## src/rtl/mul_seq.sv

```systemverilog
// Sequential N x N unsigned shift-add multiplier that drives an external
// combinational ALU (ADD mode) and folds its R/carry back into the partial product.
module mul_seq #(
    parameter int N = 4
) (
    input  logic           clk,
    input  logic           reset,
    input  logic           start,
    input  logic [N-1:0]   mcand,
    input  logic [N-1:0]   mplier,
    output logic [N-1:0]   alu_a,
    output logic [N-1:0]   alu_b,
    output logic [1:0]     alu_op,
    output logic           alu_l,
    input  logic [N-1:0]   alu_r,
    input  logic           alu_carry,
    output logic [2*N-1:0] product,
    output logic           busy,
    output logic           done
);

    localparam int CW = $clog2(N) + 1;

    typedef enum logic [1:0] {
        S_IDLE = 2'd0,
        S_RUN  = 2'd1,
        S_DONE = 2'd2
    } state_t;

    state_t           state_q, state_d;
    logic [N-1:0]     m_q, m_d;
    logic [N-1:0]     phi_q, phi_d;
    logic [N-1:0]     plo_q, plo_d;
    logic [CW-1:0]    cnt_q, cnt_d;
    logic [2*N-1:0]   prod_q, prod_d;
    logic [2*N-1:0]   shifted;

    // {carry, R, P_lo} shifted right by one; the dropped bit is the consumed multiplier bit
    assign shifted = {alu_carry, alu_r, plo_q[N-1:1]};

    assign alu_op  = 2'b00;
    assign alu_l   = 1'b0;
    assign alu_a   = phi_q;
    assign alu_b   = plo_q[0] ? m_q : '0;
    assign product = prod_q;
    assign busy    = (state_q == S_RUN);
    assign done    = (state_q == S_DONE);

    always_ff @(posedge clk or posedge reset) begin
        if (reset) begin
            state_q <= S_IDLE;
            m_q     <= '0;
            phi_q   <= '0;
            plo_q   <= '0;
            cnt_q   <= '0;
            prod_q  <= '0;
        end else begin
            state_q <= state_d;
            m_q     <= m_d;
            phi_q   <= phi_d;
            plo_q   <= plo_d;
            cnt_q   <= cnt_d;
            prod_q  <= prod_d;
        end
    end

    always_comb begin
        state_d = state_q;
        m_d     = m_q;
        phi_d   = phi_q;
        plo_d   = plo_q;
        cnt_d   = cnt_q;
        prod_d  = prod_q;
        case (state_q)
            S_IDLE: begin
                if (start) begin
                    m_d     = mcand;
                    phi_d   = '0;
                    plo_d   = mplier;
                    cnt_d   = '0;
                    state_d = S_RUN;
                end
            end
            S_RUN: begin
                {phi_d, plo_d} = shifted;
                cnt_d          = cnt_q + CW'(1);
                if (cnt_q == CW'(N - 1)) begin
                    prod_d  = shifted;
                    state_d = S_DONE;
                end
            end
            S_DONE: begin
                // start is deliberately not sampled here; a held start re-arms from IDLE
                state_d = S_IDLE;
            end
            default: begin
                state_d = S_IDLE;
            end
        endcase
    end

endmodule

```

## config.mk

```make
export PLATFORM = sky130hd
export DESIGN_NAME = mul_seq
export DESIGN_NICKNAME = d
export VERILOG_FILES = /design/src/rtl/mul_seq.sv
export SDC_FILE = /design/constraint.sdc
export NUM_CORES = 1
export LEC_CHECK = 0
export CAP_MARGIN = 20
export CORE_UTILIZATION = 43
export CTS_CLUSTER_SIZE = 24
export DETAILED_ROUTE_END_ITERATION = 6
export PLACE_DENSITY_LB_ADDON = 0.25
export SYNTH_ARGS = -nofsm -noshare
export SYNTH_HDL_FRONTEND = slang
export SYNTH_SLANG_ARGS = --single-unit
```

## constraint.sdc

```tcl
create_clock -name clk -period 1.6 [get_ports clk]
set_input_delay 0.32 -clock clk [delete_from_list [all_inputs] [get_ports clk]]
set_output_delay 0.32 -clock clk [all_outputs]
set_load 0.02 [all_outputs]
```

# Word-level counts from Yosys, hierarchy flattened
# Index checks and enable logic that the tools add are counted.
totals:
  romBits: 0
  ff_bits: 25
  ram_bits: 0
  latch_bits: 0
  mem_count: 0
  inputBits: 16
op_classes:
  n_div: 0
  multipliers: 0
  mux: 10
  order_cmp: 0
  n_eq_ne: 5
  n_addsub: 1
  n_shift: 0
  n_reduce_logical: 6
  bitwise: 0
ops:
  columns: ["op", "count"]
  rows:
  - ["case mux 4 bit (2 select lines)", 2]
  - ["two-way mux 4 bit", 3]
  - ["AND reduction 2 bit", 4]
  - ["case mux 3 bit (2 select lines)", 1]
  - ["two-way mux 2 bit", 2]
  - ["case mux 2 bit (2 select lines)", 1]
  - ["adder 3 x 1 -> 3 bit, second input constant", 1]
  - ["equality test 3 x 2 -> 1 bit, second input constant", 1]
  - ["two-way mux 3 bit", 1]
  - ["equality test 2 x 1 -> 1 bit, second input constant", 1]
  - ["equality test 2 bit, second input constant", 1]
  - ["logical NOT 2 bit", 1]
  - ["!= test 2 x 1 -> 1 bit, second input constant", 1]
  - ["!= test 2 bit, second input constant", 1]
  - ["nonzero test 2 bit", 1]

# Logic depth before layout (Yosys ltp)
# Gate-level depths: netlist of the first run.
depth:
  depth_word: 3
  mapped_depth: 5

# Least setup slack after synthesis of the first run
# OpenSTA, ideal clock, no wires.
synth_path:
  path_kind: "reg2reg"
  startpoint: "register cnt_q[0]"
  endpoint: "register prod_q[1], in the netlist product[1]"
  arrival_time_ns: 1.212
  period_less_slack_ns: 1.336
  n_path_buf: 0
  setup_ns: 0.125
  path_slack_ns: 0.264
  stages_incl_launch_ff: 5
  required_ns: 1.475
  path_cell_list: "dfrtp_1 ha_1 ha_1 nand2_4 mux2_2"
synth_between:
  elab_chain_len: 2
synth_rtl:
  columns: ["element", "line_no", "rtl"]
  rows:
  - ["from (decl)", "34", "logic [CW-1:0] cnt_q, cnt_d;"]
  - ["from (signal assigned)", "62", "cnt_q <= cnt_d;"]
  - ["equality test 3 x 2 -> 1 bit", "87", "if (cnt_q == CW'(N - 1)) begin"]
  - ["AND reduction 2 bit (no line)", null, null]
  - ["to (signal assigned)", "63", "prod_q <= prod_d;"]
  - ["to (decl)", "35", "logic [2*N-1:0] prod_q, prod_d;"]
# Every way passes these cells.
# A chain may end at the register's enable or synchronous reset.

# Final worst setup path of the first run
layout_path:
  startpoint: "register state_q[0]"
  endpoint: "output port done"
layout_between:
  elab_chain_len: 1
layout_rtl:
  columns: ["element", "line_no", "rtl"]
  rows:
  - ["from (decl)", "30", "state_t state_q, state_d;"]
  - ["from (signal assigned)", "58", "state_q <= state_d;"]
  - ["equality test 2 bit", "47", "assign done = (state_q == S_DONE);"]
  - ["to (decl)", "19", "output logic done"]
# Every way passes these cells.

==> results.md, run 1 <==
* Status: finished, final reports clean
* Initial antenna violation count at 0
* CTS tree: done
* Worst Path Required at 1.28 ns
* Setup TNS at 0 ns
* EDFF count, synth at 0
* Max Cap Viol at 0
* PD cells at 1930 mW/mm^2
* GPL Wtd Cong at 0.757
* Routed Wire Length at 2140 microns
* Crit Path Max Fanout at 6
* Hold buffers post-CTS at 0
* Slew @ Worst Pin at 0.560 ns
* WS Path Type: register to output pin
* Crit-path leading delay family: flip-flops
* Maximum clock path buffer count at 2
* Layout cells sized above 1 at 22.0%
* Final antenna-violating net count at 0
* DRC at 0
* Worst vdd ir at 1.07 mV
* CP Launch Type: register
* Die Y at 51.6 microns
* Synth top cells by count: dfrtp_1, mux2_2, o22ai_1
* Min-Delay Path Class: input port to async pin
* DR iter-0 viols at 4
* Critical Path AT at 1.23 ns
* Synthesized area at 0.00106 sq mm
* Vias/cell at 5.12
* Cell Int Power at 0.00172 W
* DR vias at 793
* Combinational Power Share at 50.5%
* Flop pwr share at 40.0%
* Slew margin rel. at 62.6%
* I/O pin count at 37
* Worst clock skew at 0.00377 ns
* PnR worst setup slack at 0.0545 ns
* # rows at 17
* Global route total overflow at 0
* Worst path slowest cell: dfrtp_2
* Skew-Pair Late Insertion Delay at 0.31 ns
* Layout area overhead at 39.9%
* Max incr delay on CP at 0.48 ns
* Vias in the first global route at 837
* Post-Layout Cell Count at 155
* Post-DP HPWL at 1590 microns
* Post-layout min period at 1.55 ns
* Warnings from Yosys at 0
* Syn avg cell area at 12.7 sq um
* First-pass GRT wire length at 3660 microns
* Unique masters post-synth at 20
* Largest net degree at the start of global routing at 26
* Max-slew violations at 0
* Core footprint at 0.00225 sq mm
* Clock sink count at 25
* Root buf cell: clkbuf_4
* CP Cell Sequence: nor2_1 > clkdlybuf4s15_1
* LEAKAGE at 0.709 nW
* Number of synthesized register bits at 25
* Starting density of the core at 46.9%
* Top achievable clock speed at 0.647 GHz
* Final Util at 65.6%
* Setup crit end kind: output pin
* Post-Syn Instances at 83
* Main area contributors after synthesis: dfrtp_1, mux2_2, o22ai_1, a22o_1, a21oi_1
* Post-synth top area share at 59.2%
* Final setup fails at 0
* Net Sw Power at 0.00114 W
* Ant diodes at 0
* First drt pass iteration count at 4
* Final critical-path share of the clock period at 96.6%
* Crit path buffers/inverters at 1
* Clock power frac at 9.5%
* WL per Instance at 13.8 microns
* Port bufs at 33
* Dpl ws at -0.0962 ns
* Net Sw Frac at 39.7%
* Most common flop cell mapped by yosys: dfrtp_1
* Ys async rst share at 100%
* Clock-pin slew on the worst setup and hold paths at 0.13 ns
* Area leader, netlist: dfrtp_1
* Placed cells at 149
* H-tree Lvls at 1
* Chip Width at 51.6 microns
* Total GRT Usage at 18.8%
* Final Hold Viols at 0
* TritonCTS Buffers at 3
* Seq/Total Area, Yosys at 59.2%
* Die area at 0.00266 sq mm
* Nets at 146
* Most frequent cell after synthesis: dfrtp_1
[power by group through the flow]
stage | logic (W) | registers, W | clock network, W
floorplan | 0.000708 | 0.00131 | 0
global placement | 0.00153 | 0.00115 | 0
detailed placement | 0.00158 | 0.00116 | 0
CTS | 0.00144 | 0.00115 | 0.000283
global route | 0.00156 | 0.00119 | 0.000306
finish | 0.00144 | 0.00114 | 0.000272
[repair_timing]
item                       4_1_cts  5_1_grt
setup endpoints to repair       16        6
hold endpoints to repair         0        0
setup buffers                    0        2
resized for setup               17        5
[metal layers]
layer	up-vias	routed length [microns]	global-route usage (%)
met5	-	0	0
met3	2	104	3.51
met1	388	913	23.0
met2	24	1110	33.5
li1	379	-	-
met4	0	11	5.41
[registers in the layout, summed over array words and instances, names as in the netlist]
register / flops
product: 8
alu_a: 4
m_q: 4
plo_q: 4
cnt_q: 3
state_q: 2
[path summary, 6_finish.rpt]
kind                       startpoint    endpoint  slack (ns)  cells after the start
max                        state_q[0]        done        0.05                      2
min                             reset    plo_q[3]        0.34                      3
max reg2reg                  cnt_q[0]  product[6]        0.13                      4
min reg2reg                  cnt_q[2]    cnt_q[2]        0.51                      2
max in group asynchronous       reset  state_q[0]        1.01                      3
min in group clk             cnt_q[2]    cnt_q[2]        0.51                      2
[logic make-up after synthesis]
family,share of synthesized area (%)
and+or+nand+nor,7.93
muxes,12.8
adders and majority gates,2.37
AOI/OAI and AO/OA,12.9
DFF,59.2
buffers and inverters,4.50
other,0.355
[area by class of cell]
cell class                 instances  area [sq um]
tap                               28          35.0
timing repair buffer              41           373
clock inverter                     1          5.00
inverter                           6          25.0
fill                             186           776
multi-input combinational         51           392
clock buffer                       3          22.5
sequential                        25           627
[worst register-to-register path, stage by stage, from the launching register on]
cell and delay, ns:
dfrtp_1 0.42, ha_1 0.21, ha_1 0.23, nand2_4 0.15, mux2_2 0.36
[per-stage QoR]
step	area [sq um]	total power (W)	hold WS, ns
final	1480	0.00286	0.341
after global routing	1480	0.00306	0.378
after CTS	1460	0.00287	0.344
after detailed placement	1450	0.00274	0.476
after global placement	1450	0.00268	0.471
after floorplan	1060	0.00202	0.347
[cell usage in the layout, fill, tap and decap left out, types with 2 or more instances in the layout]
cell             Yosys  layout
dfrtp_1             25      24
clkdlybuf4s50_1      0      15
dlygate4sd2_1        0      14
mux2_2              10      10
o22ai_1              8       8
buf_4                3       8
a22o_1               5       5
inv_1                5       5
a21oi_1              5       5
and2_1               4       4
nor2_1               3       3
conb_1               1       3
clkbuf_4             0       3
nand2_1              2       2
o21ai_0              2       2
mux2_1               2       2
ha_1                 2       2
dlymetal6s2s_1       0       2
(Power assumes the default switching activity.)
==> inputs of run 2 (changes only) <==
SLEW_MARGIN = 20   (was unset)
==> results of run 2 <==
No change in the layout: final DEF, timing and power equal those of run 1.
